File: config.mk
export PLATFORM = sky130hd
export DESIGN_NAME = pc_seq
export DESIGN_NICKNAME = d
export VERILOG_FILES = /design/src/rtl/pc_seq_pkg.sv /design/src/rtl/pc_seq_npc.sv /design/src/rtl/pc_seq.sv
export SDC_FILE = /design/constraint.sdc
export NUM_CORES = 1
export LEC_CHECK = 0
export CORE_ASPECT_RATIO = 0.8
export CORE_MARGIN = 1.5
export CORE_UTILIZATION = 52
export CTS_BUF_LIST = sky130_fd_sc_hd__clkbuf_4 sky130_fd_sc_hd__clkbuf_8
export CTS_CLUSTER_SIZE = 10
export DETAILED_ROUTE_END_ITERATION = 10
export GPL_ROUTABILITY_DRIVEN = 0
export PLACE_DENSITY = 0.94
export SLEW_MARGIN = 15
export SYNTH_ARGS = -nofsm -noshare
export SYNTH_HDL_FRONTEND = slang
export SYNTH_SLANG_ARGS = --single-unit
File: constraint.sdc
create_clock -name clk -period 3.8 [get_ports clk]
set_input_delay 0.76 -clock clk [delete_from_list [all_inputs] [get_ports clk]]
set_output_delay 0.76 -clock clk [all_outputs]
set_load 0.005 [all_outputs]
File: src/rtl/pc_seq_pkg.sv
// Shared constants for the pc_seq program-counter sequencer:
// branch opcode encodings and the resolve countdown width.
package pc_seq_pkg;

  localparam int CNT_W = 3;

  localparam logic [2:0] BR_EQ = 3'd0;
  localparam logic [2:0] BR_NE = 3'd1;
  localparam logic [2:0] BR_LT = 3'd2;
  localparam logic [2:0] BR_LE = 3'd3;
  localparam logic [2:0] BR_JR = 3'd4;

endpackage

File: src/rtl/pc_seq_npc.sv
// Combinational next-PC selection for a resolving branch/JR.
// Produces the fall-through PC, the chosen PC and whether it is a redirect.
module pc_seq_npc
  import pc_seq_pkg::*;
#(
  parameter int PC_W       = 32,
  parameter int DATA_W     = 32,
  parameter int SIGNED_CMP = 0
) (
  input  logic [2:0]        br_op_i,
  input  logic [DATA_W-1:0] br_os_i,
  input  logic [DATA_W-1:0] br_ot_i,
  input  logic [DATA_W-1:0] br_imm_i,
  input  logic [PC_W-1:0]   ex_pc_i,
  output logic [PC_W-1:0]   nonbranch_o,
  output logic [PC_W-1:0]   npc_o,
  output logic              redirect_o
);

  logic signed [PC_W-1:0] imm_ext;
  logic signed [PC_W-1:0] disp;
  logic [PC_W-1:0]        branch;
  logic                   eq;
  logic                   lt;
  logic                   taken;

  // Byte displacement becomes a word displacement; the shift keeps the sign.
  assign imm_ext     = PC_W'($signed(br_imm_i));
  assign disp        = imm_ext >>> 2;
  assign nonbranch_o = ex_pc_i + 1'b1;
  assign branch      = nonbranch_o + $unsigned(disp);

  assign eq = (br_os_i == br_ot_i);
  assign lt = (SIGNED_CMP != 0) ? ($signed(br_os_i) < $signed(br_ot_i))
                                : (br_os_i < br_ot_i);

  always_comb begin
    taken = 1'b0;
    npc_o = nonbranch_o;
    case (br_op_i)
      BR_EQ:   taken = eq;
      BR_NE:   taken = !eq;
      BR_LT:   taken = lt;
      BR_LE:   taken = lt || eq;
      default: taken = 1'b0;
    endcase
    if (br_op_i == BR_JR) begin
      npc_o = PC_W'(br_os_i);
    end else if (taken) begin
      npc_o = branch;
    end
  end

  // JR always flushes, even when it lands on the fall-through address.
  assign redirect_o = (npc_o != nonbranch_o) || (br_op_i == BR_JR);

endmodule

File: src/rtl/pc_seq.sv
// Fetch PC sequencer: sequential advance, jumps, delayed branch resolve, stall, halt.
// Optional perf counters are built when PC_SEQ_PERF_EN is defined.
module pc_seq
  import pc_seq_pkg::*;
#(
  parameter int PC_W       = 32,
  parameter int DATA_W     = 32,
  parameter int BR_LAT     = 2,
  parameter int SIGNED_CMP = 0
) (
  input  logic              clk,
  input  logic              rst,
  input  logic              stall,
  input  logic              jmp_valid,
  input  logic [PC_W+1:0]   jmp_addr,
  input  logic              br_issue,
  input  logic [2:0]        br_op,
  input  logic [DATA_W-1:0] br_os,
  input  logic [DATA_W-1:0] br_ot,
  input  logic [DATA_W-1:0] br_imm,
  input  logic [PC_W-1:0]   ex_pc,
  input  logic              halt_req,
  output logic [PC_W-1:0]   pc_out,
  output logic              redirect,
  output logic              br_pending,
  output logic              halted,
  output logic [31:0]       perf_redirects,
  output logic [31:0]       perf_stalls
);

  logic [PC_W-1:0]  pc_q, pc_d;
  logic [CNT_W-1:0] cnt_q, cnt_d;
  logic             redirect_q, redirect_d;
  logic             halted_q, halted_d;
  logic [PC_W-1:0]  nonbranch;
  logic [PC_W-1:0]  npc;
  logic             br_redirect;
  logic             unused_addr_lsb;

  assign unused_addr_lsb = ^jmp_addr[1:0];

  pc_seq_npc #(
    .PC_W       (PC_W),
    .DATA_W     (DATA_W),
    .SIGNED_CMP (SIGNED_CMP)
  ) u_npc (
    .br_op_i     (br_op),
    .br_os_i     (br_os),
    .br_ot_i     (br_ot),
    .br_imm_i    (br_imm),
    .ex_pc_i     (ex_pc),
    .nonbranch_o (nonbranch),
    .npc_o       (npc),
    .redirect_o  (br_redirect)
  );

  always_comb begin
    pc_d       = pc_q;
    cnt_d      = cnt_q;
    redirect_d = redirect_q;
    halted_d   = halted_q;
    if (halted_q) begin
      pc_d = pc_q;
    end else if (stall) begin
      redirect_d = 1'b0;
    end else begin
      if (jmp_valid) begin
        pc_d       = jmp_addr[PC_W+1:2];
        redirect_d = 1'b1;
      end else if (cnt_q == CNT_W'(1)) begin
        pc_d       = npc;
        redirect_d = br_redirect;
      end else if (halt_req) begin
        pc_d       = ex_pc;
        halted_d   = 1'b1;
        redirect_d = 1'b0;
      end else begin
        pc_d       = pc_q + 1'b1;
        redirect_d = 1'b0;
      end
      // The countdown runs on its own, whichever PC source won above.
      if (br_issue) begin
        cnt_d = CNT_W'(BR_LAT);
      end else if (cnt_q != '0) begin
        cnt_d = cnt_q - 1'b1;
      end
    end
  end

  always_ff @(posedge clk or posedge rst) begin
    if (rst) begin
      pc_q       <= '0;
      cnt_q      <= '0;
      redirect_q <= 1'b0;
      halted_q   <= 1'b0;
    end else begin
      pc_q       <= pc_d;
      cnt_q      <= cnt_d;
      redirect_q <= redirect_d;
      halted_q   <= halted_d;
    end
  end

  assign pc_out     = pc_q;
  assign redirect   = redirect_q;
  assign br_pending = (cnt_q != '0);
  assign halted     = halted_q;

`ifdef PC_SEQ_PERF_EN
  logic [31:0] perf_red_q;
  logic [31:0] perf_stall_q;

  // Both counters saturate instead of wrapping.
  always_ff @(posedge clk or posedge rst) begin
    if (rst) begin
      perf_red_q   <= '0;
      perf_stall_q <= '0;
    end else if (!halted_q) begin
      if (stall && (perf_stall_q != '1)) begin
        perf_stall_q <= perf_stall_q + 1'b1;
      end
      if (!stall && redirect_d && (perf_red_q != '1)) begin
        perf_red_q <= perf_red_q + 1'b1;
      end
    end
  end

  assign perf_redirects = perf_red_q;
  assign perf_stalls    = perf_stall_q;
`else
  assign perf_redirects = '0;
  assign perf_stalls    = '0;
`endif

endmodule

==> reports/summary.txt, run 1 <==
Status -> did not finish
Failed at -> global routing
Error msg -> [ERROR GRT-0116] Global routing finished with congestion. Check the congestion regions in the DRC Viewer.
Post-Place Setup Slack -> -1.39 ns
Die height -> 115 microns
Clock Tree Buf Depth -> 2
Htree depth -> 2
Port buffer count -> 201
Std-Cell Rows -> 40
Grt ovf -> 6
GRT Total Usage -> 67.9%
CTS Hold Bufs -> 0
Yosys warns -> 0
Share of synthesized registers carrying an async set or reset -> 100%
Placed Cells -> 1751
Die width -> 143 microns
Top_reg_cell synth -> dfrtp_1
Yosys cell types -> 80
Post-synthesis sequential area ratio -> 11.4%
Detailed-placement wirelength estimate -> 28500 microns
Number of CTS-inserted buffers -> 5
Io pins -> 270
Number of synthesized flops with an enable pin -> 0
Cell count after synthesis -> 1136
CTS root buf -> clkbuf_8
Cell Area, Synth -> 8140 sq um
Yosys reg bits -> 37
First-pass GRT wire length -> 82900 microns
Number of global-route vias before repair -> 14.2k
Post-Synthesis Mean Instance Area -> 7.17 sq um
Starting Density -> 53.7%
Largest net degree at the start of global routing -> 64
Clk sinks -> 37
-- repair_timing --
action,in CTS
setup endpoints to repair,33
endpoints found under the hold margin,0
pin swaps,90
setup buffers,46
gates cloned,2
gates resized for setup,282
-- synthesized netlist by cell type, drive strengths merged (3+ instances only) --
| cell | number | share of area, % |
|---|---|---|
| a211oi | 30 | 2.8 |
| a21boi | 3 | 0.28 |
| a21o | 17 | 1.6 |
| a21oi | 104 | 6.4 |
| a221oi | 5 | 0.61 |
| a31o | 3 | 0.32 |
| a31oi | 9 | 0.69 |
| and2 | 7 | 0.54 |
| and3 | 16 | 1.2 |
| and4 | 12 | 1.3 |
| buf | 71 | 6.4 |
| clkbuf | 47 | 2.2 |
| dfrtp | 37 | 11 |
| ha | 75 | 12 |
| inv | 59 | 2.7 |
| mux2i | 29 | 3.6 |
| nand2 | 119 | 5.5 |
| nand2b | 11 | 0.85 |
| nand3 | 36 | 2.2 |
| nand3b | 5 | 0.61 |
| nand4 | 33 | 2.7 |
| nor2 | 62 | 2.9 |
| nor2b | 10 | 0.86 |
| nor3 | 14 | 0.86 |
| nor4 | 7 | 0.88 |
| o2111ai | 4 | 0.43 |
| o211ai | 26 | 2.4 |
| o21a | 8 | 0.74 |
| o21ai | 105 | 6.5 |
| o21bai | 3 | 0.28 |
| or2 | 3 | 0.23 |
| or3 | 19 | 1.5 |
| xnor2 | 55 | 6.1 |
| xnor3 | 3 | 0.83 |
| xor2 | 47 | 5.2 |
-- metal layers --
layer	track usage, %	GRT overflow
met5	25.7	0
met4	66.8	6
met3	53.6	0
met2	85.9	0
met1	66.6	0
-- logic make-up after synthesis --
kind of cell	after synthesis	share of synthesized area [%]
AOI/OAI and AO/OA	345	26.1
xor gates and xnor gates	107	12.8
adders and majority gates	76	11.8
buffers and inverters	177	11.3
DFF	37	11.4
muxes	30	3.70
other	1	0.0461
and+or+nand+nor	363	23.0
-- stage by stage --
step / util, % / hold slack [ns] / instance area (sq um)
4_1_cts: 88.2 / 0.531 / 13400
3_5_place_dp: 79.9 / 0.518 / 12100
3_3_place_gp: 79.9 / 0.509 / 12100
2_1_floorplan: - / 0.477 / 8610
==> inputs of run 2 (changes only) <==
==> config.mk (replaced) <==
export PLATFORM = sky130hd
export DESIGN_NAME = pc_seq
export DESIGN_NICKNAME = d
export VERILOG_FILES = /design/src/rtl/pc_seq_pkg.sv /design/src/rtl/pc_seq_npc.sv /design/src/rtl/pc_seq.sv
export SDC_FILE = /design/constraint.sdc
export NUM_CORES = 1
export LEC_CHECK = 0
export CORE_MARGIN = 1.5
export CORE_UTILIZATION = 40
export DETAILED_ROUTE_END_ITERATION = 10
export GPL_ROUTABILITY_DRIVEN = 0
export PLACE_DENSITY_LB_ADDON = 0.15
export SLEW_MARGIN = 15
export SYNTH_ARGS = -nofsm -noshare
export SYNTH_HDL_FRONTEND = slang
export SYNTH_SLANG_ARGS = --single-unit
==> reports/summary.txt, run 2 <==
Flop pwr share -> 22.0%
Max FO, Critical Path -> 5
Setup ws final -> -0.397 ns
Htree depth -> 2 (unchanged)
Layout Skew -> 0.00603 ns
Number of CTS-inserted buffers -> 5 (unchanged)
Clock Tree Buf Depth -> 2 (unchanged)
Cell count after synthesis -> 1136 (unchanged)
Maxcap violations -> 0
WP data arrival -> 4.37 ns
Die width -> 146 microns (+1.9%)
Pins Over Slew Limit -> 0
Switch share -> 43.0%
R2r setup slk -> 1.14 ns
Failing checks -> setup timing
Drt pass-1 iters -> 5
Int Pwr -> 2260 uW
Std-Cell Rows -> 52 (+30%)
Share of cells above drive strength 1 -> 33.4%
Min cycle time layout -> 4.20 ns
Drt wl/cell -> 18.5 microns
R2R cell count -> 11
Core area -> 20100 sq um
Most common cell after layout, fill and taps aside -> buf_4
Initial drt markers -> 654
Post-Place Setup Slack -> -1.33 ns (+0.0572 ns)
R2R Path End -> pc_out[25]$_DFFE_PP0P_
Final setup violation count -> 12
Fin crit share -> 110%
PwrDens -> 288 nW/um^2
Post-synthesis compound-gate area fraction -> 26.1% (unchanged)
Maximum clock rate -> 238 MHz
Most frequent cells in the layout -> 293 x buf_4, 127 x clkdlybuf4s50_1, 114 x nand2_1
Via density -> 5.53
Port buffer count -> 201 (unchanged)
Routed Wire Length -> 34600 microns
Number of synthesized flops with an enable pin -> 0 (unchanged)
Final Hold Fails -> 0
Clock latency on the worst-skew pair -> 0.29 ns
Yosys warns -> 0 (unchanged)
Clock-pin slew on the worst setup and hold paths -> 0.06 ns
CTS root buf -> clkbuf_16
Synth Area in Simple Gates -> 23.0% (unchanged)
DR vias -> 10.3k
Critical R2R Launch -> pc_out[2]$_DFFE_PP0P_
Clock Power Share -> 10.5%
Drt drc -> 0
Hold EP -> cnt_q[0]$_DFFE_PP0P_
GRT Total Usage -> 30.8%
CTS Hold Bufs -> 0 (unchanged)
HP Class -> register to register
Top_reg_cell synth -> dfrtp_1
Io pins -> 270 (unchanged)
Worst slew margin -> 45.1%
Yosys cell types -> 80 (unchanged)
Clk sinks -> 37 (unchanged)
Comb pwr share -> 67.5%
Psw -> 1700 uW
Initial antenna violation count -> 2
CP required -> 3.97 ns
Nets@finish -> 1846
CP Class -> primary input to register
Leak -> 0.00623 uW
Grt ovf -> 0
Starting Density -> 40.5% (-13 points)
Cell Area, Synth -> 8140 sq um (unchanged)
Die Footprint -> 21200 sq um
Adder-Cell Fraction of Synth Area -> 11.8% (unchanged)
Post-synth top cells -> 119 x nand2_1, 105 x o21ai_0, 103 x a21oi_1
Post-Synthesis Mean Instance Area -> 7.17 sq um (unchanged)
Total power -> 3960 uW
First-pass GRT wire length -> 52300 microns
Post-synthesis sequential area ratio -> 11.4% (unchanged)
Cells on Worst Hold Path -> 1
Worst IR drop on VDD -> 0.312 mV
Post-synthesis mux area share -> 3.70% (unchanged)
Detailed-placement wirelength estimate -> 26800 microns (-5.8%)
Post-Synth XOR/XNOR Area -> 12.8% (unchanged)
Status -> finished, violations left
Number of global-route vias before repair -> 10.2k
HP Start -> cnt_q[0]$_DFFE_PP0P_
Yosys reg bits -> 37 (unchanged)
Most numerous cell in the Yosys netlist -> nand2_1
Share of synthesized registers carrying an async set or reset -> 100% (unchanged)
Remaining antenna violation count after routing -> 0
Combinational family with the most area after synthesis -> compound AO/OA/AOI/OAI gates
Startpoint types -> primary input
Die height -> 146 microns (+27%)
Max reg flops -> 32
Area leader, netlist -> ha_1
Yosys top cell area share -> 11.5% (unchanged)
Nature of the critical path endpoint -> register
CTS tree -> yes
RSZ-0062 raised after global routing -> yes
Top cells by area, synth -> ha_1 12%, dfrtp_1 11%, o21ai_0 6.5%
Area Overhead vs Synth -> 69.0%
Worst-Margin Slew -> 0.823 ns
Largest net degree at the start of global routing -> 53
==> run 2: cell counts after synthesis <==
Identical to the previous run, type by type.
==> run 2: cell type report <==
type,instances,area [sq um]
clock buffer,6,129
inverter,59,221
tap,270,338
sequential,37,926
antenna,1,2.50
timing repair buffer,511,4380
fill,1659,6340
clock inverter,2,10.0
multi-input combinational,985,7760
==> run 2: metal layers <==
metal  share of wire, %  wire length (microns)  up-vias  GRT usage, %
met5              0.032                     11        -             0
met4                5.4                   1880        2          16.8
met2                 50                  17300      467          54.6
met3                5.7                   1990      107          3.86
met1                 39                  13400     4849          36.0
li1                   -                      -     4915             -
==> run 2: metrics by stage <==
stage                     instances  setup TNS (ns)  util [%]  hold WS (ns)  area, sq um
after floorplan                1199          -0.698         -         0.477         8610
after CTS                      1856          -0.905      65.3         0.529        13100
after detailed placement       1819          -27.27      60.9         0.517        12200
after global routing           1871           -4.11      68.5         0.549        13800
after global placement         1819          -25.89      60.9         0.512        12200
final                          1871           -1.78      68.5         0.530        13800
==> run 2: worst max path at each step <==
stage | start | depth (start not counted) | slack (ns) | to
after floorplan | ex_pc[16] | 18 | -0.32 | redirect$_DFFE_PP0N_
after global placement | ex_pc[5] | 16 | -1.31 | redirect$_DFFE_PP0N_
after detailed placement | ex_pc[5] | 17 | -1.33 | redirect$_DFFE_PP0N_
after CTS | ex_pc[11] | 20 | -0.35 | redirect$_DFFE_PP0N_
after global routing | ex_pc[2] | 19 | -0.51 | redirect$_DFFE_PP0N_
final | ex_pc[0] | 21 | -0.40 | pc_out[30]$_DFFE_PP0P_
==> run 2: logic make-up (layout without fill, tap and decap cells) <==
family          after synthesis  in the layout
simple gates                363            363
compound gates              345            345
buf+inv                     177            578
xor+xnor                    107            107
fa+ha+maj                    76             76
flops                        37             37
mux                          30             30
other cells                   1             65
==> run 2: critical path: stages <==
cell and delay (ns):
buf_6 0.08, ha_4 0.14, nand3_2 0.07, or4_4 0.61, nand2b_4 0.19, nor2_2 0.09
xnor2_1 0.15, inv_1 0.12, ha_4 0.17, a21o_1 0.20, a21o_1 0.19, a221oi_4 0.34
a21bo_4 0.28, nand2_4 0.07, buf_6 0.10, xnor2_2 0.05, mux2i_2 0.21, a211oi_2 0.12
a211oi_2 0.22, buf_4 0.15, o21ai_2 0.04
==> run 2: power by group through the flow <==
stage                     Combinational, uW  Clock (uW)  Sequential [uW]
after floorplan                        1220           0              812
after global placement                 2350           0              872
after detailed placement               2390           0              874
after CTS                              2520         415              868
after global routing                   2900         434              908
final                                  2680         415              873
==> run 2: timing repair <==
action / in CTS / in global routing
resized for setup: 249 / 120
buffers inserted: 28 / 15
cloned: 1 / 0
setup endpoints to repair: 32 / 28
pin swaps: 62 / 63
(Power assumes the default switching activity.)
